File: src/rtl/mrelbp_ci_sched.sv
// Frame scheduler for the R2/R4/R6 MRELBP CI pipelines: collects one histogram per radius,
// then streams them out in R2, R4, R6 order on a valid/ready port, with a collection watchdog.
module mrelbp_ci_sched #(
    parameter int CNT_W   = 16,
    parameter int TIMEOUT = 4096
) (
    input  logic             clk,
    input  logic             rst,
    input  logic             start_i,
    input  logic             done_r2_i,
    input  logic [CNT_W-1:0] one_r2_i,
    input  logic [CNT_W-1:0] zero_r2_i,
    input  logic             done_r4_i,
    input  logic [CNT_W-1:0] one_r4_i,
    input  logic [CNT_W-1:0] zero_r4_i,
    input  logic             done_r6_i,
    input  logic [CNT_W-1:0] one_r6_i,
    input  logic [CNT_W-1:0] zero_r6_i,
    input  logic             out_ready_i,
    output logic             out_valid_o,
    output logic [1:0]       out_radius_o,
    output logic [CNT_W-1:0] out_one_o,
    output logic [CNT_W-1:0] out_zero_o,
    output logic             busy_o,
    output logic             frame_done_o,
    output logic             err_timeout_o,
    output logic             err_overrun_o
);
    // state   | meaning
    // IDLE    | waiting for start_i
    // COLLECT | capturing per-radius counts, watchdog running
    // SEND    | presenting entry[idx] on the result port
    // DONE    | one-cycle frame_done_o pulse

    localparam int WD_W = $clog2(TIMEOUT + 1);
    // The abort edge is the one on which the counter would reach TIMEOUT-1.
    localparam logic [WD_W-1:0] WD_LAST = WD_W'(TIMEOUT - 2);

    typedef enum logic [1:0] {
        ST_IDLE    = 2'd0,
        ST_COLLECT = 2'd1,
        ST_SEND    = 2'd2,
        ST_DONE    = 2'd3
    } state_t;

    state_t                    state, state_nxt;
    logic [2:0]                flag, flag_nxt;
    logic [2:0][CNT_W-1:0]     one_q, one_nxt;
    logic [2:0][CNT_W-1:0]     zero_q, zero_nxt;
    logic [WD_W-1:0]           wdog, wdog_nxt;
    logic [1:0]                idx, idx_nxt;
    logic                      tout_q, tout_nxt;
    logic                      ovr_q, ovr_nxt;
    logic                      all_seen;
    logic [2:0]                done_vec;
    logic [2:0][CNT_W-1:0]     one_in;
    logic [2:0][CNT_W-1:0]     zero_in;
    logic [CNT_W-1:0]          sel_one, sel_zero;

    assign done_vec = {done_r6_i, done_r4_i, done_r2_i};
    assign one_in   = {one_r6_i, one_r4_i, one_r2_i};
    assign zero_in  = {zero_r6_i, zero_r4_i, zero_r2_i};

    always_ff @(posedge clk) begin
        if (rst) begin
            state  <= ST_IDLE;
            flag   <= '0;
            one_q  <= '0;
            zero_q <= '0;
            wdog   <= '0;
            idx    <= '0;
            tout_q <= 1'b0;
            ovr_q  <= 1'b0;
        end else begin
            state  <= state_nxt;
            flag   <= flag_nxt;
            one_q  <= one_nxt;
            zero_q <= zero_nxt;
            wdog   <= wdog_nxt;
            idx    <= idx_nxt;
            tout_q <= tout_nxt;
            ovr_q  <= ovr_nxt;
        end
    end

    always_comb begin
        state_nxt = state;
        flag_nxt  = flag;
        one_nxt   = one_q;
        zero_nxt  = zero_q;
        wdog_nxt  = wdog;
        idx_nxt   = idx;
        tout_nxt  = tout_q;
        ovr_nxt   = ovr_q;
        all_seen  = &(flag | done_vec);
        unique case (state)
            ST_IDLE: begin
                if (start_i) begin
                    state_nxt = ST_COLLECT;
                    flag_nxt  = '0;
                    wdog_nxt  = '0;
                    tout_nxt  = 1'b0;
                    ovr_nxt   = 1'b0;
                end
            end
            ST_COLLECT: begin
                for (int i = 0; i < 3; i++) begin
                    if (done_vec[i]) begin
                        if (flag[i]) begin
                            ovr_nxt = 1'b1;
                        end else begin
                            one_nxt[i]  = one_in[i];
                            zero_nxt[i] = zero_in[i];
                            flag_nxt[i] = 1'b1;
                        end
                    end
                end
                // Completion wins over a watchdog expiry on the same edge.
                if (all_seen) begin
                    state_nxt = ST_SEND;
                    idx_nxt   = '0;
                end else begin
                    wdog_nxt = wdog + WD_W'(1);
                    if (wdog == WD_LAST) begin
                        tout_nxt  = 1'b1;
                        state_nxt = ST_DONE;
                    end
                end
            end
            ST_SEND: begin
                if (|done_vec) ovr_nxt = 1'b1;
                if (out_ready_i) begin
                    if (idx == 2'd2) state_nxt = ST_DONE;
                    else             idx_nxt   = idx + 2'd1;
                end
            end
            ST_DONE: begin
                if (|done_vec) ovr_nxt = 1'b1;
                state_nxt = ST_IDLE;
            end
            default: state_nxt = ST_IDLE;
        endcase
    end

    always_comb begin
        sel_one  = '0;
        sel_zero = '0;
        case (idx)
            2'd0: begin sel_one = one_q[0]; sel_zero = zero_q[0]; end
            2'd1: begin sel_one = one_q[1]; sel_zero = zero_q[1]; end
            2'd2: begin sel_one = one_q[2]; sel_zero = zero_q[2]; end
            default: begin sel_one = '0; sel_zero = '0; end
        endcase
    end

    assign out_valid_o   = (state == ST_SEND);
    assign out_radius_o  = out_valid_o ? idx : 2'd0;
    assign out_one_o     = out_valid_o ? sel_one : '0;
    assign out_zero_o    = out_valid_o ? sel_zero : '0;
    assign busy_o        = (state != ST_IDLE);
    assign frame_done_o  = (state == ST_DONE);
    assign err_timeout_o = tout_q;
    assign err_overrun_o = ovr_q;

endmodule
File: config.mk
export PLATFORM = sky130hd
export DESIGN_NAME = mrelbp_ci_sched
export DESIGN_NICKNAME = d
export VERILOG_FILES = /design/src/rtl/mrelbp_ci_sched.sv
export SDC_FILE = /design/constraint.sdc
export NUM_CORES = 1
export LEC_CHECK = 0
export ABC_AREA = 0
export BUFFER_PORTS_ARGS = -buffer_cell sky130_fd_sc_hd__buf_2
export CAP_MARGIN = 20
export CORE_UTILIZATION = 29
export CTS_CLUSTER_DIAMETER = 200
export CTS_CLUSTER_SIZE = 28
export DETAILED_ROUTE_END_ITERATION = 6
export GPL_TIMING_DRIVEN = 1
export PLACE_DENSITY_LB_ADDON = 0.12
export SLEW_MARGIN = 40
export SYNTH_ARGS = -nofsm -noshare
export SYNTH_HDL_FRONTEND = slang
export SYNTH_SLANG_ARGS = --single-unit
File: constraint.sdc
create_clock -name clk -period 5.2 [get_ports clk]
set_clock_uncertainty 0.05 [all_clocks]
set_input_delay 0.26 -clock clk [delete_from_list [all_inputs] [get_ports clk]]
set_output_delay 0.26 -clock clk [all_outputs]
set_load 0.01 [all_outputs]
# Word level (Yosys, flattened, before mapping)
# Cells that the tools add are included.
[totals]
output_inout_bits = 39
regBits = 118
word_cells = 92
in_bits = 103
[classes]
n_reduce_logical = 19
addsub = 2
bitwise_logic = 4
n_eq_ne = 18
muxes = 35
[op_table]
columns = ["operator", "count"]
rows = [
  ["$pmux W16 S3", 2],
  ["$mux W16", 2],
  ["$mux W13", 2],
  ["$pmux W13 S2", 1],
  ["$reduce_and A3 Y1", 8],
  ["$mux W2", 9],
  ["$ne A2 B2 Y1 const B", 9],
  ["$add A13 B1 Y13 const B", 1],
  ["$eq A13 B12 Y1 const B", 1],
  ["$mux W1", 13],
  ["$reduce_and A4 Y1", 3],
  ["$pmux W2 S4", 1],
  ["$eq A2 B2 Y1 const B", 3],
  ["$pmux W3 S2", 1],
  ["$reduce_bool A2 Y1", 3],
  ["$eq A2 B1 Y1 const B", 2],
  ["$logic_not A2 Y1", 2],
  ["$ne A2 B1 Y1 const B", 2],
  ["$pmux W2 S2", 1],
  ["$mux W3", 1],
  ["$ne A3 B3 Y1 const B", 1],
  ["$not A1 Y1", 3],
  ["$or A3 B3 Y3", 1],
  ["$pmux W1 S3", 1],
  ["other kinds (5)", 5],
]

# Longest topological paths before layout
# Gate-level depths: netlist of run 1.
[depth]
depth_word = 7
mapped_depth = 9
depth_no_buf = 6

# Worst setup path after synthesis of run 1
# No wires, ideal clock.
[synth_path]
path_type = "register to output"
start = "register state[0]"
end = "output port out_one_o[0]"
slack_ns = 3.455
required_time_ns = 4.890
path_stages_with_launch = 7
n_path_buf = 2
arrival_time_ns = 1.435
cell_sequence = "dfxtp_1 -> inv_1 -> ha_1 -> clkbuf_1 -> nand2b_1 -> clkbuf_1 -> nor2_1"
[synth_between]
elab_chain_cells = 2
[synth_lines]
columns = ["element", "line", "text"]
rows = [
  ["from (decl)", "46", "state_t state, state_nxt;"],
  ["from (signal assigned)", "75", "state <= state_nxt;"],
  ["$eq A2 B2 Y1", "156", "assign out_valid_o = (state == ST_SEND);"],
  ["net out_valid_o", "20", "output logic out_valid_o,"],
  ["$mux W16", "158", "assign out_one_o = out_valid_o ? sel_one : '0;"],
  ["to (decl)", "22", "output logic [CNT_W-1:0] out_one_o,"],
]
# The timed path passes the listed nets, and every way through them passes these cells.

# Worst setup path after layout of run 1
[layout_path]
start = "register idx[0]"
end = "output port out_zero_o[3]"
[layout_between]
elab_chain_cells = 3
word_cells_on_any_way = 5
classes_between = "eq/ne: 2; mux: 2; reduce/logical: 1"
[layout_lines]
columns = ["element", "line", "text"]
rows = [
  ["from (decl)", "51", "logic [1:0] idx, idx_nxt;"],
  ["from (signal assigned)", "80", "idx <= idx_nxt;"],
  ["$eq A2 B2 Y1, or another cell as far along", "148", "case (idx)"],
  ["$pmux W16 S3 (*)", "148", ""],
  ["$mux W16 (*)", "159", "assign out_zero_o = out_valid_o ? sel_zero : '0;"],
  ["to (decl)", "23", "output logic [CNT_W-1:0] out_zero_o,"],
]
# Every way passes the cells marked *; elsewhere a longest branch is shown, timed or not.

==> flow_summary.yaml, run 1 <==
setup_path:
  crit_slowest_cell: "ha_1"
  critPathCaptureType: "output port"
  regToRegSetupSlack_ns: 2.81
  startpoint_type: "flop"
  critPathBufInv: 3
  worstPathCellList: "inv_1, ha_1, buf_4, a222oi_1, nor2_1, buf_2"
  critical_path_class: "reg -> out"
  arrival_ns: 2.31
  path_delay_family: "buffers and inverters"
  cp_data_required_time_ns: 4.89
  cp_slowest_stage_delay_ns: 0.59
  path_max_fanout: 19
hold_path:
  hold_path.class: "in -> reg"
global_routing:
  grt_max_degree: 59
  antenna_found_initial: 0
  grt_pass1_vias: 5207
  grt-ovfl-total: 0
  grt_use_total_pct: 18.7
  grt_pass1_wl_mm: 25.9
final_layout:
  layout.nets: 887
  diodes: 0
  post-route-util_pct: 38.6
  fillers: 1818
  areaGrowthSynthToFinish_pct: 30.5
  drive_gt1_share_pct: 24.3
cts:
  cts-root-buf: "clkbuf_16"
  cts_resized: 0
  h-tree-depth: 4
  clock-sinks: 118
  cts.path.max_buffers: 2
  cts_tree: "yes"
  clkTransAtPathRegs_ns: 0.05
  clk_latency_ns: 0.41
  post-cts-setup-buffers: 0
  ctsHoldBuffers: 0
  cts_made_buffers: 17
route:
  wl_met1_mm: 7.35
  drtIter0Drc: 354
  wl_per_cell_um: 16.2
  ant_nets: 0
  met3WireLength_um: 942
  drt-vias-per-instance: 5.04
  drt-total-wl_mm: 16.3
  wl_met2_mm: 7.77
  drt_pass1_iterations: 7
  highest_layer: "met4"
  drc: 0
  vias: 5099
synth:
  yosys-top-cells-area: "dfxtp_1, nand2_1, a21oi_1, a222oi_1, clkbuf_1"
  netlist_top_cells_count: "nand2_1, dfxtp_1, a21oi_1"
  yosysMostFrequentCell: "nand2_1"
  async_flop_share_pct: 0
  ys.flop_type: "dfxtp_1"
  synth_nets: 767
  netlist_area_um2: 5080
  synth_seq_cells: 118
  synth_area_per_cell_um2: 7.78
  synth-edff-count: 0
  synth_cell_types: 41
  yosysTopAreaCell: "dfxtp_1"
  postSynthCellCount: 653
  yosys.area.top_type_share_pct: 46.5
  ys_warn_count: 0
  ys_seq_area_share_pct: 46.5
floorplan:
  die_h_um: 134
  initial_core_util_pct: 29.6
  dieArea_um2: 18000
  ios: 142
  coreArea_um2: 17200
  die_w_um: 134
  rows: 48
placed_design:
  place_ws_ns: 2.84
  dp_hpwl_mm: 11.2
  io_buffers: 141
  gp_congestion: 0.815
sta:
  setup_tns_ns: 0
  hold_viol: 0
  whs_ns: 0.0335
  max_slew_margin_pct: 45.4
  maxSlewViolCount: 0
  grt_setup_unrepaired: "false"
  worst_pin_slew_ns: 0.816
  finalCriticalPeriod_ns: 2.62
  setup_slack_ns: 2.58
  fmax_mhz: 382
  setup_viol: 0
  fin_crit_sh_pct: 50.4
pwr:
  sw_frac_of_total_pct: 30.3
  p_leak_nw: 2.55
  pwr-share-comb_pct: 22.1
  powerDensity_nw_per_um2: 463
  total_power_mw: 3.07
  power_switching_mw: 0.931
  internal-power_mw: 2.14
  irDropWorstVdd_uv: 228
  clkPwrFrac_pct: 42.7
  p_seq_share_pct: 35.2
run:
  drv_cap: 0
status:
  status: "complete, no violations"
==> stage by stage <==
| stage | std cells | area, um^2 |
|---|---|---|
| after floorplan | 653 | 5080 |
| after global placement | 979 | 5950 |
| after detailed placement | 979 | 5950 |
| after CTS | 1011 | 6620 |
| after global routing | 1011 | 6630 |
| final | 1011 | 6630 |
==> cells by family (layout without fill, tap and decap cells) <==
logic type | count (synthesis) | after routing | share of synthesized area (%)
multiplexers | 2 | 2 | 0.394
flip-flops | 118 | 118 | 46.5
buffers and inverters | 59 | 192 | 4.71
AND/OR/NAND/NOR | 288 | 288 | 23.9
AO/OA/AOI/OAI | 175 | 175 | 21.8
adder cells (fa/ha/maj) | 11 | 11 | 2.71
==> placed cells by master, fill, tap and decap left out, drive strengths merged, types with 2 or more instances in the layout <==
| master | instances |
|---|---|
| o21a | 2 |
| nand4 | 6 |
| mux2i | 2 |
| nor3b | 2 |
| or3 | 5 |
| a222oi | 32 |
| nor3 | 3 |
| dfxtp | 118 |
| or4 | 7 |
| clkinv | 3 |
| nand3b | 2 |
| ha | 11 |
| o211ai | 5 |
| nand2 | 208 |
| and2 | 4 |
| nand3 | 4 |
| o31ai | 2 |
| nor2 | 36 |
| bufinv | 4 |
| buf | 151 |
| inv | 8 |
| a21oi | 116 |
| nand2b | 2 |
| o21ai | 10 |
| clkbuf | 26 |
| and4 | 3 |
| nor2b | 3 |
| or2 | 2 |
==> state kept, by name (all words and copies together), names as in the netlist <==
name / count
zero_q: 48
state: 2
flag: 3
err_overrun_o: 1
one_q: 48
err_timeout_o: 1
wdog: 13
idx: 2
==> cell type report <==
type,count,area (um^2),area share (%)
Multi-Input combinational cell,476,2490,37.6
Sequential cell,118,2360,35.6
Timing Repair Buffer,151,783,11.8
Clock buffer,26,539,8.14
Tap cell,225,282,4.25
Clock inverter,6,134,2.02
Inverter,9,33.8,0.510
==> power groups by stage <==
| stage | logic (mW) | clock network (mW) | registers [mW] |
|---|---|---|---|
| after global placement | 0.676 | 0 | 1.09 |
| after detailed placement | 0.685 | 0 | 1.10 |
| after global routing | 0.758 | 1.38 | 1.09 |
| final | 0.679 | 1.31 | 1.08 |
| after CTS | 0.687 | 1.33 | 1.08 |
| after floorplan | 0.484 | 0 | 1.08 |
==> layer usage <==
metal / track usage (%) / vias to the layer above
li1: - / 2512
met1: 22.4 / 2410
met2: 31.3 / 153
met3: 5.74 / 24
met4: 6.87 / 0
met5: 0 / -
==> tightest hold or removal path: cells and delay by family <==
family                 cells  cell delay [ns]
AOI/OAI and AO/OA          1             0.05
and+or+nand+nor            1             0.04
buffers and inverters      1             0.09
==> final timing paths <==
check / from / to / cells past startpoint
min: zero_r2_i[7] / zero_q[7] / 3
max reg2reg: state[1] / wdog[3] / 6
max: idx[0] / out_zero_o[3] / 6
min reg2reg: one_q[0] / one_q[0] / 2
Note: power is estimated with default switching activity, not from simulation.
==> run 2, diff against run 1 <==
==> constraint.sdc (replaced) <==
create_clock -name clk -period 2.6 [get_ports clk]
set_clock_uncertainty 0.05 [all_clocks]
set_input_delay 0.13 -clock clk [delete_from_list [all_inputs] [get_ports clk]]
set_output_delay 0.13 -clock clk [all_outputs]
set_load 0.01 [all_outputs]
==> run 2 against run 1 <==
  * The run now ends with DRC left
  * Register-to-register slack got worse by 2.4 ns
  * Critical path type unchanged
  * Core utilization increased by 5.6 points
  * Global-route usage is 1.1 points higher
  * Setup slack lost 2.2 ns
  * Count of clock-buffer cells in the layout fell by 3
  * Final area rose by 14%
  * Sequential cell count unchanged
  * First-iteration DRC count is 23% higher
  * Via count up 6.9%
  * Final cell count is 9.9% higher
  * Die area is the same
  * Highest routed layer unchanged
==> flow_summary.yaml, run 2 (same netlist as run 1, synthesis figures left out) <==
status:
  status: "complete, but fails checks"
  violations: "DRC"
sta:
  worst_pin_slew_ns: 0.791
  fmax_mhz: 449
  maxSlewViolCount: 0
  finalCriticalPeriod_ns: 2.23
  setup_viol: 0
  hold_viol: 0
  fin_crit_sh_pct: 85.7
  whs_ns: 0.0352
  max_slew_margin_pct: 46.9
  setup_tns_ns: 0
  grt_setup_unrepaired: "false"
setup_path:
  critPathCaptureType: "output port"
  path_max_fanout: 32
  arrival_ns: 2.05
  critical_path_class: "reg -> out"
  path_delay_family: "buffers and inverters"
  cp_data_required_time_ns: 2.42
  cp_slowest_stage_delay_ns: 0.40
  startpoint_type: "flop"
  critPathBufInv: 3
  worstPathCellList: "inv_1, ha_1, buf_4, a222oi_1, nor2_1, buf_2"
  crit_slowest_cell: "dfxtp_1"
final_layout:
  top_regs: "one_q (48), zero_q (48), wdog (13)"
  diodes: 0
  post-route-util_pct: 44.2
  drive_gt1_share_pct: 21.7
  design_area_um2: 7590
  layout_common_cells: "nand2_1, buf_2, dfxtp_1, a21oi_1, dlygate4sd3_1"
  areaGrowthSynthToFinish_pct: 49.4
  fillers: 1790
  final_common_cell: "nand2_1"
  ff_latch_area_um2: 2360
  layout.nets: 988
  multiInputGateArea_um2: 2490
pwr:
  p_seq_share_pct: 35.0
  power_switching_mw: 1.90
  irDropWorstVdd_uv: 544
  p_leak_nw: 2.95
  clkPwrFrac_pct: 40.4
  internal-power_mw: 4.26
  powerDensity_nw_per_um2: 813
  sw_frac_of_total_pct: 30.8
  pwr-share-comb_pct: 24.6
  total_power_mw: 6.17
cts:
  cts.path.max_buffers: 2
  h-tree-depth: 4
  clkTransAtPathRegs_ns: 0.05
  post-cts-setup-buffers: 0
  ctsHoldBuffers: 96
  cts-root-buf: "clkbuf_16"
  cts_tree: "yes"
  clk_latency_ns: 0.41
  clock-sinks: 118
  cts_resized: 0
  cts_made_buffers: 17
floorplan:
  die_w_um: 134
  dieArea_um2: 18000
  rows: 48
  die_h_um: 134
  ios: 142
  coreArea_um2: 17200
  initial_core_util_pct: 29.6
global_routing:
  grt-ovfl-total: 0
  antenna_found_initial: 0
  grt_use_total_pct: 19.8
  grt_pass1_vias: 5331
  grt_pass1_wl_mm: 27.6
  grt_max_degree: 62
route:
  drt_pass1_iterations: 7
  ant_nets: 0
  drt-total-wl_mm: 17.4
  vias: 5453
  drtIter0Drc: 435
  drt-vias-per-instance: 4.91
  wl_per_cell_um: 15.7
  drc: 3
placed_design:
  dp_hpwl_mm: 11.0
  placed_cell_area_um2: 6000
  io_buffers: 141
  gp_congestion: 0.812
run:
  drv_cap: 0
hold_path:
  hold_path.class: "in -> reg"
[run 2: metal layers]
layer	share of wire, %	GRT usage (%)	wire (um)
met1	45	25.1	7870
met2	48	32.7	8360
met3	4.7	3.40	823
met4	2.0	8.93	351
met5	0	0	0
[run 2: area by class of cell]
class / instances / area share (%)
clock inverters: 8 / 1.93
flip-flops and latches: 118 / 31.1
multi-input cells: 476 / 32.8
repair buffers: 252 / 23.7
inverters: 9 / 0.445
clock buffers: 23 / 6.30
well taps: 225 / 3.71
[run 2: path summary, 6_finish.rpt]
kind	start	to	slack, ns	cells past startpoint
worst max-delay path	idx[0]	out_one_o[14]	0.37	6
worst max register to register	state[1]	wdog[12]	0.41	7
worst min register to register	one_q[45]	one_q[45]	0.40	2
worst min-delay path	done_r2_i	flag[0]	0.04	3
[run 2: per-stage QoR]
step	std cells	setup WS [ns]
finish	1111	0.373
global route	1111	0.232
CTS	1111	0.351
global placement	984	0.483
floorplan	653	0.872
detailed placement	984	0.431
[run 2: power groups by stage]
| stage | clock network (mW) | registers, mW | logic [mW] |
|---|---|---|---|
| floorplan | 0 | 2.15 | 0.967 |
| global placement | 0 | 2.18 | 1.40 |
| detailed placement | 0 | 2.19 | 1.42 |
| CTS | 2.54 | 2.16 | 1.54 |
| global route | 2.63 | 2.18 | 1.69 |
| finish | 2.49 | 2.16 | 1.52 |
[run 2: worst min-delay path, cell delays in order]
cell     delay, ns
buf_2         0.14
a21oi_1       0.13
nor3_1        0.05
==> run 3, diff against run 2 <==
--- a/config.mk
+++ b/config.mk
@@ -9,11 +9,12 @@
 export BUFFER_PORTS_ARGS = -buffer_cell sky130_fd_sc_hd__buf_2
 export CAP_MARGIN = 20
 export CORE_UTILIZATION = 29
+export CTS_BUF_LIST = sky130_fd_sc_hd__clkbuf_4
 export CTS_CLUSTER_DIAMETER = 200
 export CTS_CLUSTER_SIZE = 28
 export DETAILED_ROUTE_END_ITERATION = 6
 export GPL_TIMING_DRIVEN = 1
-export PLACE_DENSITY_LB_ADDON = 0.12
+export PLACE_DENSITY = 0.61
 export SLEW_MARGIN = 40
 export SYNTH_ARGS = -nofsm -noshare
 export SYNTH_HDL_FRONTEND = slang
==> run 3 against run 2 <==
  * The run now ends clean
  * Highest routed layer unchanged
  * Total power down 15%
  * Routed wire length about the same
  * Core utilization shrank 0.92 points
  * Final area fell by 2.1%
  * Sequential cell count stayed put
  * Setup slack got worse by 0.14 ns
  * Die area did not move
  * Critical endpoint is now out_zero_o[3]
  * Register-to-register slack got worse by 0.06 ns
  * Via count rose by 2.6%
  * Sequential power about the same
  * Combinational power rose by 5%
  * Largest power group is now registers
==> flow_summary.yaml, run 3 (same netlist as run 1, synthesis figures left out) <==
setup_path:
  ff2ff_path_depth: 7
  endpoint: "out_zero_o[3]"
  regToRegSetupSlack_ns: 0.35
  worstPathCellList: "inv_1, ha_1, buf_4, a222oi_1, nor2_1, buf_2"
  path_max_fanout: 32
  critical_path_class: "reg -> out"
  cp_slowest_stage_delay_ns: 0.45
  worst_r2r_startpoint: "state[1]"
  startpoint_type: "flop"
  crit_start: "idx[1]"
  path_delay_family: "buffers and inverters"
  critPathBufInv: 3
  path_depth: 6
  cp_data_required_time_ns: 2.42
  r2r_end: "wdog[12]"
  crit_slowest_cell: "dfxtp_1"
  critPathCaptureType: "output port"
  arrival_ns: 2.19
global_routing:
  grt_pass1_vias: 5411
  grt-ovfl-total: 0
  grt_pass1_wl_mm: 27.5
  grt_use_total_pct: 19.7
  grt_max_degree: 59
  antenna_found_initial: 1
cts:
  clkTransAtPathRegs_ns: 0.11
  clk_latency_ns: 0.54
  cts_tree: "yes"
  cts.path.max_buffers: 2
  post-cts-setup-buffers: 0
  clock-sinks: 118
  cts_made_buffers: 17
  h-tree-depth: 4
  cts-root-buf: "clkbuf_4"
placed_design:
  placed_cells: 988
  placed_cell_area_um2: 6030
  io_buffers: 141
  dp_hpwl_mm: 10.5
  gp_congestion: 0.777
sta:
  setup_tns_ns: 0
  fin_crit_sh_pct: 91.0
  grt_setup_unrepaired: "false"
  max_slew_margin_pct: 50.6
  fmax_mhz: 423
  finalCriticalPeriod_ns: 2.37
  hold_viol: 0
  maxSlewViolCount: 0
  setup_viol: 0
  worst_pin_slew_ns: 0.742
floorplan:
  initial_core_util_pct: 29.6
  die_h_um: 134
  rows: 48
  dieArea_um2: 18000
  ios: 142
  coreArea_um2: 17200
  die_w_um: 134
route:
  vias: 5594
  drt-total-wl_mm: 17.4
  drt-vias-per-instance: 4.96
  ant_nets: 0
  drtIter0Drc: 443
  drc: 0
  drt_pass1_iterations: 6
  wl_per_cell_um: 15.4
final_layout:
  areaGrowthSynthToFinish_pct: 46.3
  fin_cells: 1128
  design_area_um2: 7430
  final_common_cell: "nand2_1"
  top_regs: "one_q (48), zero_q (48), wdog (13)"
  drive_gt1_share_pct: 22.2
  layout.nets: 1003
  layout_common_cells: "nand2_1, buf_2, dfxtp_1, a21oi_1, dlygate4sd3_1"
pwr:
  irDropWorstVdd_uv: 317
  p_leak_nw: 2.87
  powerDensity_nw_per_um2: 706
run:
  drv_cap: 0
hold_path:
  hold_path_depth: 4
  hold_path.class: "in -> reg"
status:
  status: "complete, no violations"
[run 3: worst min path at each step]
stage | startpoint | to | slack, ns
floorplan | one_r2_i[0] | one_q[0] | 0.22
global placement | zero_r4_i[8] | zero_q[24] | 0.32
detailed placement | zero_r4_i[5] | zero_q[21] | 0.33
CTS | zero_r4_i[5] | zero_q[21] | 0.26
global route | zero_r4_i[5] | zero_q[21] | 0.24
finish | zero_r4_i[5] | zero_q[21] | 0.31
[run 3: timing repair]
action                                 4_1_cts  5_1_grt
endpoints found under the hold margin      103        0
resized for setup                            0        1
hold buffers                               107        0
setup endpoints to repair                    0        2
[run 3: layout make-up]
type / instances / area [um^2]
antenna: 1 / 2.50
clock buffer: 19 / 143
clock inverter: 13 / 181
fill: 1757 / 9750
inverter: 9 / 33.8
multi-input combinational: 476 / 2500
sequential: 118 / 2360
tap: 225 / 282
timing repair buffer: 267 / 1920
[run 3: metrics by stage]
| step | total power [mW] | hold WS, ns | util, % | worst slack (ns) |
|---|---|---|---|---|
| 2_1_floorplan | 3.12 | 0.216 | - | 0.872 |
| 3_3_place_gp | 3.62 | 0.323 | 35.1 | 0.457 |
| 3_5_place_dp | 3.64 | 0.327 | 35.1 | 0.384 |
| 4_1_cts | 5.28 | 0.261 | 43.2 | 0.0862 |
| 5_1_grt | 5.58 | 0.244 | 43.2 | 0.0256 |
| 6_report | 5.25 | 0.312 | 43.2 | 0.233 |
[run 3: metal layers]
| layer | vias to the layer above | part of all wire (%) | track usage [%] |
|---|---|---|---|
| met1 | 2603 | 44 | 23.8 |
| li1 | 2750 | - | - |
| met2 | 224 | 49 | 33.7 |
| met5 | - | 0 | 0 |
| met4 | 0 | 1.2 | 6.74 |
| met3 | 17 | 6.2 | 5.18 |
[run 3: power by group]
group	internal [mW]	leakage [nW]	switching, mW
clock network	0.779	0.162	0.730
logic	0.608	1.76	0.984
registers	2.02	0.957	0.126
[run 3: tightest hold or removal path: cells and delay by family]
family,cells,cell delay [ns]
buf+inv,2,0.64
compound gates,1,0.05
simple gates,1,0.04
